--- src/rtl/rx_frame_tracker.sv ---
`default_nettype none
// ============================================================================
// Module      : rx_frame_tracker
// Description : Groups received bytes into frames using an idle timeout
//               counted in bit times. Each closed frame pushes a record
//               {byte_cnt[11:0], ms[11:0], acc[3:0]} into a first-word
//               fall-through frame-info FIFO, which the host drains.
// Optional    : RX_FRAME_SECOND_STAMP_EN adds second_stamp_i[31:0] and
//               frame_second_o[31:0]. The second stamp is latched with ms/acc
//               and stored with each FIFO entry.
// Ports       : clk, rst (async, active low)
//               p_Enable_i, p_FrameFunctionEnable_i  - both high to run
//               BaudSig_i, p_DataReceived_i          - bit / byte pulses
//               RxTimeOutSet_i                       - idle gap in bit times
//                                                      (0 = never close)
//               acqurate_stamp_i, millisecond_stamp_i - timestamp inputs
//               n_Clr_i                              - sync clear, active low
//               n_rd_frame_fifo_i                    - pop, active low
//               frame_info_o, p_RxFrame_Empty_o, p_RxFrame_Full_o,
//               p_FrameOver_o (sticky drop flag), p_FrameEnd_o (close pulse)
// Revision    : 1.0 - initial release
// ============================================================================
module rx_frame_tracker #(
    parameter int FRAME_DEPTH = 8,
    parameter int PTR_W       = 3
) (
    input  logic        clk,
    input  logic        rst,
    input  logic        p_Enable_i,
    input  logic        p_FrameFunctionEnable_i,
    input  logic        BaudSig_i,
    input  logic        p_DataReceived_i,
    input  logic [15:0] RxTimeOutSet_i,
    input  logic [3:0]  acqurate_stamp_i,
    input  logic [11:0] millisecond_stamp_i,
`ifdef RX_FRAME_SECOND_STAMP_EN
    input  logic [31:0] second_stamp_i,
    output logic [31:0] frame_second_o,
`endif
    input  logic        n_Clr_i,
    input  logic        n_rd_frame_fifo_i,
    output logic [27:0] frame_info_o,
    output logic        p_RxFrame_Empty_o,
    output logic        p_RxFrame_Full_o,
    output logic        p_FrameOver_o,
    output logic        p_FrameEnd_o
);

`ifdef RX_FRAME_SECOND_STAMP_EN
    localparam int c_REC_W = 60;
`else
    localparam int c_REC_W = 28;
`endif
    localparam logic [11:0] c_BYTE_CNT_MAX = 12'hFFF;

    typedef enum logic [1:0] {
        IDLE      = 2'd0,
        RECEIVING = 2'd1,
        CLOSE     = 2'd2
    } state_t;

    state_t        state_q, state_d;
    logic [11:0]   byte_cnt_q, byte_cnt_d;
    logic [15:0]   idle_cnt_q, idle_cnt_d;
    logic [15:0]   idle_cnt_inc;
    logic [11:0]   ms_q, ms_d;
    logic [3:0]    acc_q, acc_d;
`ifdef RX_FRAME_SECOND_STAMP_EN
    logic [31:0]   sec_q, sec_d;
`endif

    logic          active;
    logic          latch_stamps;
    logic          push_req;

    // Clear also parks the FSM, so it is folded into the run condition.
    assign active = p_Enable_i & p_FrameFunctionEnable_i & n_Clr_i;

    // ------------------------------------------------------------------
    // Frame FSM: next state and counters
    // ------------------------------------------------------------------
    always_comb begin
        state_d      = state_q;
        byte_cnt_d   = byte_cnt_q;
        idle_cnt_d   = idle_cnt_q;
        idle_cnt_inc = idle_cnt_q + 16'd1;
        latch_stamps = 1'b0;
        push_req     = 1'b0;

        if (!active) begin
            state_d    = IDLE;
            byte_cnt_d = '0;
            idle_cnt_d = '0;
        end else begin
            case (state_q)
                IDLE: begin
                    if (p_DataReceived_i) begin
                        state_d      = RECEIVING;
                        byte_cnt_d   = 12'd1;
                        idle_cnt_d   = '0;
                        latch_stamps = 1'b1;
                    end
                end
                RECEIVING: begin
                    // A byte in the same cycle as a baud tick wins: the gap
                    // restarts and the frame cannot close on that tick.
                    if (p_DataReceived_i) begin
                        if (byte_cnt_q != c_BYTE_CNT_MAX) begin
                            byte_cnt_d = byte_cnt_q + 12'd1;
                        end
                        idle_cnt_d   = '0;
                        latch_stamps = 1'b1;
                    end else if (BaudSig_i) begin
                        idle_cnt_d = idle_cnt_inc;
                        if ((RxTimeOutSet_i != 16'd0) && (idle_cnt_inc == RxTimeOutSet_i)) begin
                            state_d = CLOSE;
                        end
                    end
                end
                CLOSE: begin
                    push_req = 1'b1;
                    if (p_DataReceived_i) begin
                        state_d      = RECEIVING;
                        byte_cnt_d   = 12'd1;
                        idle_cnt_d   = '0;
                        latch_stamps = 1'b1;
                    end else begin
                        state_d    = IDLE;
                        byte_cnt_d = '0;
                        idle_cnt_d = '0;
                    end
                end
                default: begin
                    state_d    = IDLE;
                    byte_cnt_d = '0;
                    idle_cnt_d = '0;
                end
            endcase
        end
    end

    // Stamps of the most recent byte; the record built in CLOSE uses the
    // registered values, so a byte arriving in CLOSE does not disturb it.
    always_comb begin
        ms_d  = latch_stamps ? millisecond_stamp_i : ms_q;
        acc_d = latch_stamps ? acqurate_stamp_i    : acc_q;
`ifdef RX_FRAME_SECOND_STAMP_EN
        sec_d = latch_stamps ? second_stamp_i      : sec_q;
`endif
    end

    always_ff @(posedge clk or negedge rst) begin
        if (!rst) begin
            state_q    <= IDLE;
            byte_cnt_q <= '0;
            idle_cnt_q <= '0;
            ms_q       <= '0;
            acc_q      <= '0;
`ifdef RX_FRAME_SECOND_STAMP_EN
            sec_q      <= '0;
`endif
        end else begin
            state_q    <= state_d;
            byte_cnt_q <= byte_cnt_d;
            idle_cnt_q <= idle_cnt_d;
            ms_q       <= ms_d;
            acc_q      <= acc_d;
`ifdef RX_FRAME_SECOND_STAMP_EN
            sec_q      <= sec_d;
`endif
        end
    end

    assign p_FrameEnd_o = push_req;

    // ------------------------------------------------------------------
    // Frame-info FIFO (first-word fall-through)
    // ------------------------------------------------------------------
    logic [PTR_W:0]       wr_ptr_q, rd_ptr_q;
    logic                 over_q;
    logic                 fifo_empty, fifo_full;
    logic                 pop_en, push_en, drop;
    logic [c_REC_W-1:0]   rec_in;
    logic [c_REC_W-1:0]   head;
    logic [c_REC_W-1:0]   mem_q [FRAME_DEPTH];

`ifdef RX_FRAME_SECOND_STAMP_EN
    assign rec_in = {sec_q, byte_cnt_q, ms_q, acc_q};
`else
    assign rec_in = {byte_cnt_q, ms_q, acc_q};
`endif

    // Extra MSB on the pointers separates full from empty.
    assign fifo_empty = (wr_ptr_q == rd_ptr_q);
    assign fifo_full  = (wr_ptr_q[PTR_W] != rd_ptr_q[PTR_W]) &&
                        (wr_ptr_q[PTR_W-1:0] == rd_ptr_q[PTR_W-1:0]);

    assign pop_en  = !n_rd_frame_fifo_i && !fifo_empty && n_Clr_i;
    // A pop in the same cycle frees the head slot, so a full FIFO still
    // accepts the record (it lands in the slot being vacated).
    assign push_en = push_req && (!fifo_full || pop_en);
    assign drop    = push_req && fifo_full && !pop_en;

    always_ff @(posedge clk or negedge rst) begin
        if (!rst) begin
            wr_ptr_q <= '0;
            rd_ptr_q <= '0;
            over_q   <= 1'b0;
        end else if (!n_Clr_i) begin
            wr_ptr_q <= '0;
            rd_ptr_q <= '0;
            over_q   <= 1'b0;
        end else begin
            if (push_en) begin
                wr_ptr_q <= wr_ptr_q + 1'b1;
            end
            if (pop_en) begin
                rd_ptr_q <= rd_ptr_q + 1'b1;
            end
            if (drop) begin
                over_q <= 1'b1;
            end
        end
    end

    always_ff @(posedge clk) begin
        if (push_en) begin
            mem_q[wr_ptr_q[PTR_W-1:0]] <= rec_in;
        end
    end

    assign head              = mem_q[rd_ptr_q[PTR_W-1:0]];
    assign frame_info_o      = fifo_empty ? 28'd0 : head[27:0];
`ifdef RX_FRAME_SECOND_STAMP_EN
    assign frame_second_o    = fifo_empty ? 32'd0 : head[c_REC_W-1:28];
`endif
    assign p_RxFrame_Empty_o = fifo_empty;
    assign p_RxFrame_Full_o  = fifo_full;
    assign p_FrameOver_o     = over_q;

endmodule
`default_nettype wire

--- config.mk ---
export PLATFORM = sky130hd
export DESIGN_NAME = rx_frame_tracker
export DESIGN_NICKNAME = d
export VERILOG_FILES = /design/src/rtl/rx_frame_tracker.sv
export SDC_FILE = /design/constraint.sdc
export NUM_CORES = 1
export LEC_CHECK = 0
export CAP_MARGIN = 10
export CORE_AREA = 2 2 219 221
export CTS_CLUSTER_DIAMETER = 200
export DETAILED_ROUTE_END_ITERATION = 8
export DIE_AREA = 0 0 221 223
export GPL_TIMING_DRIVEN = 0
export SLEW_MARGIN = 20
export SYNTH_ARGS = -nofsm -noshare
export SYNTH_HDL_FRONTEND = slang
export SYNTH_SLANG_ARGS = --single-unit
--- constraint.sdc ---
create_clock -name clk -period 5 [get_ports clk]
set_input_delay 0.5 -clock clk [delete_from_list [all_inputs] [get_ports clk]]
set_output_delay 0.5 -clock clk [all_outputs]
set_load 0.02 [all_outputs]
==> results of run 1 <==
## cell usage in the layout, fill, tap and decap left out, types with 5 or more instances in the layout
cell | Yosys | routed
a21oi_1 | 9 | 9
and3_1 | 6 | 6
buf_1 | 8 | 6
buf_16 | 0 | 5
buf_4 | 1 | 8
clkbuf_1 | 19 | 33
clkbuf_16 | 0 | 27
clkdlybuf4s50_1 | 0 | 69
dfrtp_1 | 55 | 55
edfxtp_1 | 224 | 224
inv_1 | 10 | 10
mux2_2 | 16 | 16
mux2i_1 | 32 | 32
mux4_2 | 56 | 56
nand2_1 | 32 | 32
nand2b_1 | 5 | 5
nand3_1 | 16 | 16
nand4_1 | 11 | 11
nor2_1 | 70 | 64
nor2_4 | 0 | 6
nor3_1 | 10 | 8
nor4_1 | 5 | 5
o21ai_0 | 12 | 12
or3_1 | 5 | 5
xnor2_1 | 24 | 24
xor2_1 | 24 | 24
## critical path: stages, from the launching register on
cell,delay [ps]
dfrtp_1,350
clkbuf_1,250
buf_1,770
buf_2,490
mux4_2,550
mux2i_1,290
nor2_1,80
clkdlybuf4s50_1,550
## report_power, final
group          switching [mW]  leakage, nW  internal, mW  total [mW]
Sequential             0.0655         2.89          2.58        2.65
Clock                   0.847        0.412          1.13        1.97
Combinational          0.0459         1.39        0.0597       0.106
## through the flow
step | hold WS, ps | cell area (um2) | util, %
floorplan | 204 | 11600 | -
global placement | 479 | 13100 | 27.8
detailed placement | 397 | 13400 | 28.4
CTS | 326 | 14300 | 30.2
global route | 359 | 14300 | 30.3
finish | 350 | 14300 | 30.3
## metal layers
layer,track usage (%),up-vias
met5,0,-
met4,1.97,0
met3,2.03,28
met2,17.9,146
met1,14.2,3307
li1,-,2910
## path summary, 6_finish.rpt
path	from	endpoint	slack [ps]	cells past startpoint
max in group asynchronous	rst	ms_q[5]	4100	3
worst min register to register	p_FrameOver_o	p_FrameOver_o	510	2
worst max register to register	rd_ptr_q[1]	mem_q[1][19]	2050	9
worst max-delay path	rd_ptr_q[0]	frame_info_o[20]	620	7
min in group asynchronous	rst	idle_cnt_q[4]	360	2
worst min-delay path	p_DataReceived_i	state_q[0]	350	3
## cells by family after synthesis
| family | share of synthesized area (%) |
|---|---|
| AOI/OAI and AO/OA | 2.10 |
| xor gates and xnor gates | 3.62 |
| adders and majority gates | 0.431 |
| buffers and inverters | 1.53 |
| DFF | 69.7 |
| muxes | 15.2 |
| and+or+nand+nor | 7.47 |
## area by class of cell
| class | count | share of cell area (%) |
|---|---|---|
| Multi-Input combinational cell | 375 | 23.8 |
| Clock buffer | 46 | 5.52 |
| Clock inverter | 4 | 0.447 |
| Timing Repair Buffer | 87 | 6.72 |
| Tap cell | 615 | 5.40 |
| Inverter | 10 | 0.263 |
| Buffer | 33 | 1.01 |
| Sequential cell | 279 | 56.8 |
## sequential cells by signal, summed over array words and instances, names as in the netlist
signal	count
rd_ptr_q	4
ms_q	12
state_q	2
acc_q	4
byte_cnt_q	12
p_FrameOver_o	1
mem_q	224
wr_ptr_q	4
idle_cnt_q	16
==> flow_metrics.tcl, run 1 <==
set metrics [dict create \
    clockBufferDepth 3 \
    layout.cells.non_filler 1449 \
    max-cap-violations 0 \
    cts_root_buffer "clkbuf_16" \
    vias_per_cell 4.41 \
    p_leak_nw 4.69 \
    cp.required_ps 4500 \
    port_buffers 70 \
    crit_path_end_kind "primary output" \
    setup_slack_ps 619 \
    path_max_fanout 10 \
    fp.dieH_um 223 \
    finClkSkew_ps 12.9 \
    n_fill_cell 4608 \
    power.density_nw_per_um2 332 \
    ys_seq_area_share_pct 69.7 \
    post-route-period-util_pct 87.6 \
    start_kind "flip-flop" \
    finalSetupViolations 0 \
    status "finished, final reports clean" \
    synth-edff-count 224 \
    rows 80 \
    regArea_um2 8100 \
    ir_drop_mv 0.218 \
    area_growth_syn_to_layout_pct 22.7 \
    grt_pass1_vias 6629 \
    yosysUniqueCellTypes 49 \
    syn_inst 697 \
    ys_async_sr_fraction_pct 19.7 \
    synthesis.area_um2 11600 \
    synthTopCellsByCount "edfxtp_1, nor2_1, mux4_2, dfrtp_1" \
    htree_levels 1 \
    worstSkewPairLatency_ps 550 \
    finalWorstPathRequiredPeriod_ps 4380 \
    gp_congestion 0.786 \
    dp.cells 1398 \
    grt_max_degree 41 \
    grt_antenna_before_repair 0 \
    die_w_um 221 \
    fmax_ghz 0.228 \
    multiInputGateArea_um2 3400 \
    yosysMostFrequentCell "edfxtp_1" \
    synth_area_leader_cell "edfxtp_1" \
    synthFlopType "edfxtp_1" \
    rsz0062_at_grt "no" \
    wl_met2_um 12900 \
    tns_ps 0 \
    clk_pin_slew_ps 60 \
    place_hpwl_um 17700 \
    ys_seq_elements 279 \
    coreArea_um2 47100 \
    grtUsageTotal_pct 10.6 \
    cts_buffers 27 \
    postCtsHoldBufs 1 \
    postCtsSetupBuffers 0 \
    post-route-drc-count 0 \
    place_ws_ps 1060 \
    crit_type "flip-flop to primary output" \
    cts_resized 0 \
    dr.first_iter.drc_count 400 \
    wl_per_cell_um 18.1 \
    final_max_slew_viol_count 0 \
    max_slew.worst_pin.slew_ps 980 \
    ys.warnings.count 0 \
    top_layer "met4" \
    drt-total-wl_um 26200 \
    grt_overflow 0 \
    worstPathArrival_ps 3880 \
    n_antenna_cell 0 \
    boundaryPins 72 \
    start_util_pct 24.7 \
    finalHoldViolCount 0 \
    grt_pass1_wl_um 40100 \
    slew_headroom_pct 34.7 \
    power_mw 4.73 \
    clkSinkCount 279 \
    routed-wl-met3_um 1230 \
    dieArea_um2 49300 \
    cts_tree "built" \
    via_count 6391 \
    ant_nets 0 \
    postSynthAreaPerCell_um2 16.7 \
    synthTopCellsByArea "edfxtp_1, dfrtp_1, mux4_2, mux2i_1, nor2_1" \
    synth_nets 741 \
    final_nets 857 \
    layout-drive-gt1-share_pct 17.3 \
    wl_met1_um 11700 \
    dr.pass1.iters 6 \
    synth_top_area_share_pct 57.9 \
    min_path_type "input pin to flip-flop" \
]
(Power assumes the default switching activity.)
==> run 2, diff against run 1 <==
- CAP_MARGIN: 10 -> default
- SLEW_MARGIN: 20 -> default
==> run 2 against run 1 <==
- core utilization barely moved
- clock-buffer cell count fell by 5
- critical path depth did not move
- non-clock buffer count fell by 5
- worst setup slack improved by 28 ps
- cell count fell by 0.35%
- fmax rose by 0.63%
==> flow_metrics.tcl, run 2 (synthesized netlist as in run 1, its figures left out) <==
set metrics [dict create \
    status "finished, final reports clean" \
    grt_overflow 0 \
    ir_drop_mv 0.241 \
    grt_pass1_vias 6642 \
    cts_buffers 27 \
    layout_common_cells "edfxtp_1, clkdlybuf4s50_1, nor2_1, mux4_2, dfrtp_1" \
    max_slew.worst_pin.slew_ps 1050 \
    area_growth_syn_to_layout_pct 22.6 \
    p_leak_nw 4.66 \
    fp.dieH_um 223 \
    grt_antenna_before_repair 0 \
    slowest_stage "buf_1" \
    cp_cell_sequence "clkbuf_1 -> buf_1 -> buf_2 -> mux4_2 -> mux2i_1 -> nor2_1 -> clkdlybuf4s50_1" \
    clkSinkCount 279 \
    finalSetupViolations 0 \
    clockBufferDepth 3 \
    n_fill_cell 4643 \
    layout.cells.non_filler 1444 \
    regArea_um2 8100 \
    min_path_type "input pin to asynchronous set/reset pin" \
    gp_congestion 0.786 \
    worstSkewPairLatency_ps 550 \
    grt_max_degree 56 \
    start_util_pct 24.7 \
    post-route-period-util_pct 87.1 \
    path_max_fanout 10 \
    power_mw 4.83 \
    worstPathArrival_ps 3850 \
    via_count 6334 \
    max_stage_delay_ps 750 \
    cts_tree "built" \
    power.density_nw_per_um2 339 \
    crit_path_end_kind "primary output" \
    coreArea_um2 47100 \
    grtUsageTotal_pct 10.7 \
    final_util_pct 30.2 \
    max-cap-violations 0 \
    postCtsHoldBufs 0 \
    ant_nets 0 \
    cp.required_ps 4500 \
    worst_r2r_path_depth 9 \
    final_max_slew_viol_count 0 \
    post-route-drc-count 0 \
    rows 80 \
    wl_per_cell_um 18.4 \
    dr.first_iter.drc_count 490 \
    slew_headroom_pct 30.2 \
    crit_type "flip-flop to primary output" \
    dr.pass1.iters 4 \
    port_buffers 70 \
    final_nets 852 \
    place_hpwl_um 17200 \
    finClkSkew_ps 7.66 \
    htree_levels 1 \
    finalWorstPathRequiredPeriod_ps 4350 \
    largest_reg_flops 224 \
    boundaryPins 72 \
    rsz0062_at_grt "no" \
    drt-total-wl_um 26500 \
    grt_pass1_wl_um 40700 \
    fmax_ghz 0.230 \
    cts_resized 0 \
    n_antenna_cell 0 \
    postCtsSetupBuffers 0 \
    dieArea_um2 49300 \
    die_w_um 221 \
    dp.cells 1394 \
    start_kind "flip-flop" \
    finalHoldViolCount 0 \
    multiInputGateArea_um2 3400 \
    clk_pin_slew_ps 70 \
    layout-drive-gt1-share_pct 16.9 \
    cts_root_buffer "clkbuf_16" \
    vias_per_cell 4.39 \
    final_common_cell "edfxtp_1" \
]
## run 2: final cells by class
cell class / instances / share of cell area [%]
plain buffers: 33 / 0.983
inverters: 10 / 0.263
well taps: 615 / 5.40
multi-input cells: 375 / 23.9
clock inverters: 9 / 0.975
repair buffers: 82 / 6.35
clock buffers: 41 / 5.32
flip-flops and latches: 279 / 56.9
## run 2: per-stage QoR
stage	TNS (ps)	setup WS (ps)	area [um2]	hold slack, ps
2_1_floorplan	0	1220	11600	204
3_3_place_gp	-111410	-1660	13100	479
3_5_place_dp	0	1050	13400	490
4_1_cts	0	467	14300	92.6
5_1_grt	0	348	14300	109
6_report	0	647	14300	43.6
## run 2: worst paths after layout
kind,startpoint,end,slack (ps)
worst max-delay path,rd_ptr_q[0],frame_info_o[23],650
worst min-delay path,rst,idle_cnt_q[4],40
worst max register to register,rd_ptr_q[1],mem_q[0][15],1970
worst min register to register,p_FrameOver_o,p_FrameOver_o,500
max in group asynchronous,rst,ms_q[4],4370
min in group clk,p_DataReceived_i,state_q[0],340
## run 2: worst max-delay path: cells and delay by family, from the launching register on
kind | cells | cell delay, ps
flip-flops | 1 | 350
multiplexers | 2 | 850
buffers and inverters | 4 | 2020
AND/OR/NAND/NOR | 1 | 80
## run 2: report_power, final
| group | internal [mW] | total, mW | switching [mW] |
|---|---|---|---|
| Clock | 1.21 | 2.08 | 0.876 |
| Sequential | 2.58 | 2.65 | 0.0654 |
| Combinational | 0.0569 | 0.102 | 0.0446 |
| Total | 3.85 | 4.83 | 0.986 |
## run 2: routing by layer
layer	GRT usage (%)	vias to the layer above	part of all wire, %
li1	-	2901	-
met1	14.6	3267	45
met2	18.1	136	49
met3	1.88	30	4.3
met4	2.16	0	1.6
met5	0	-	0
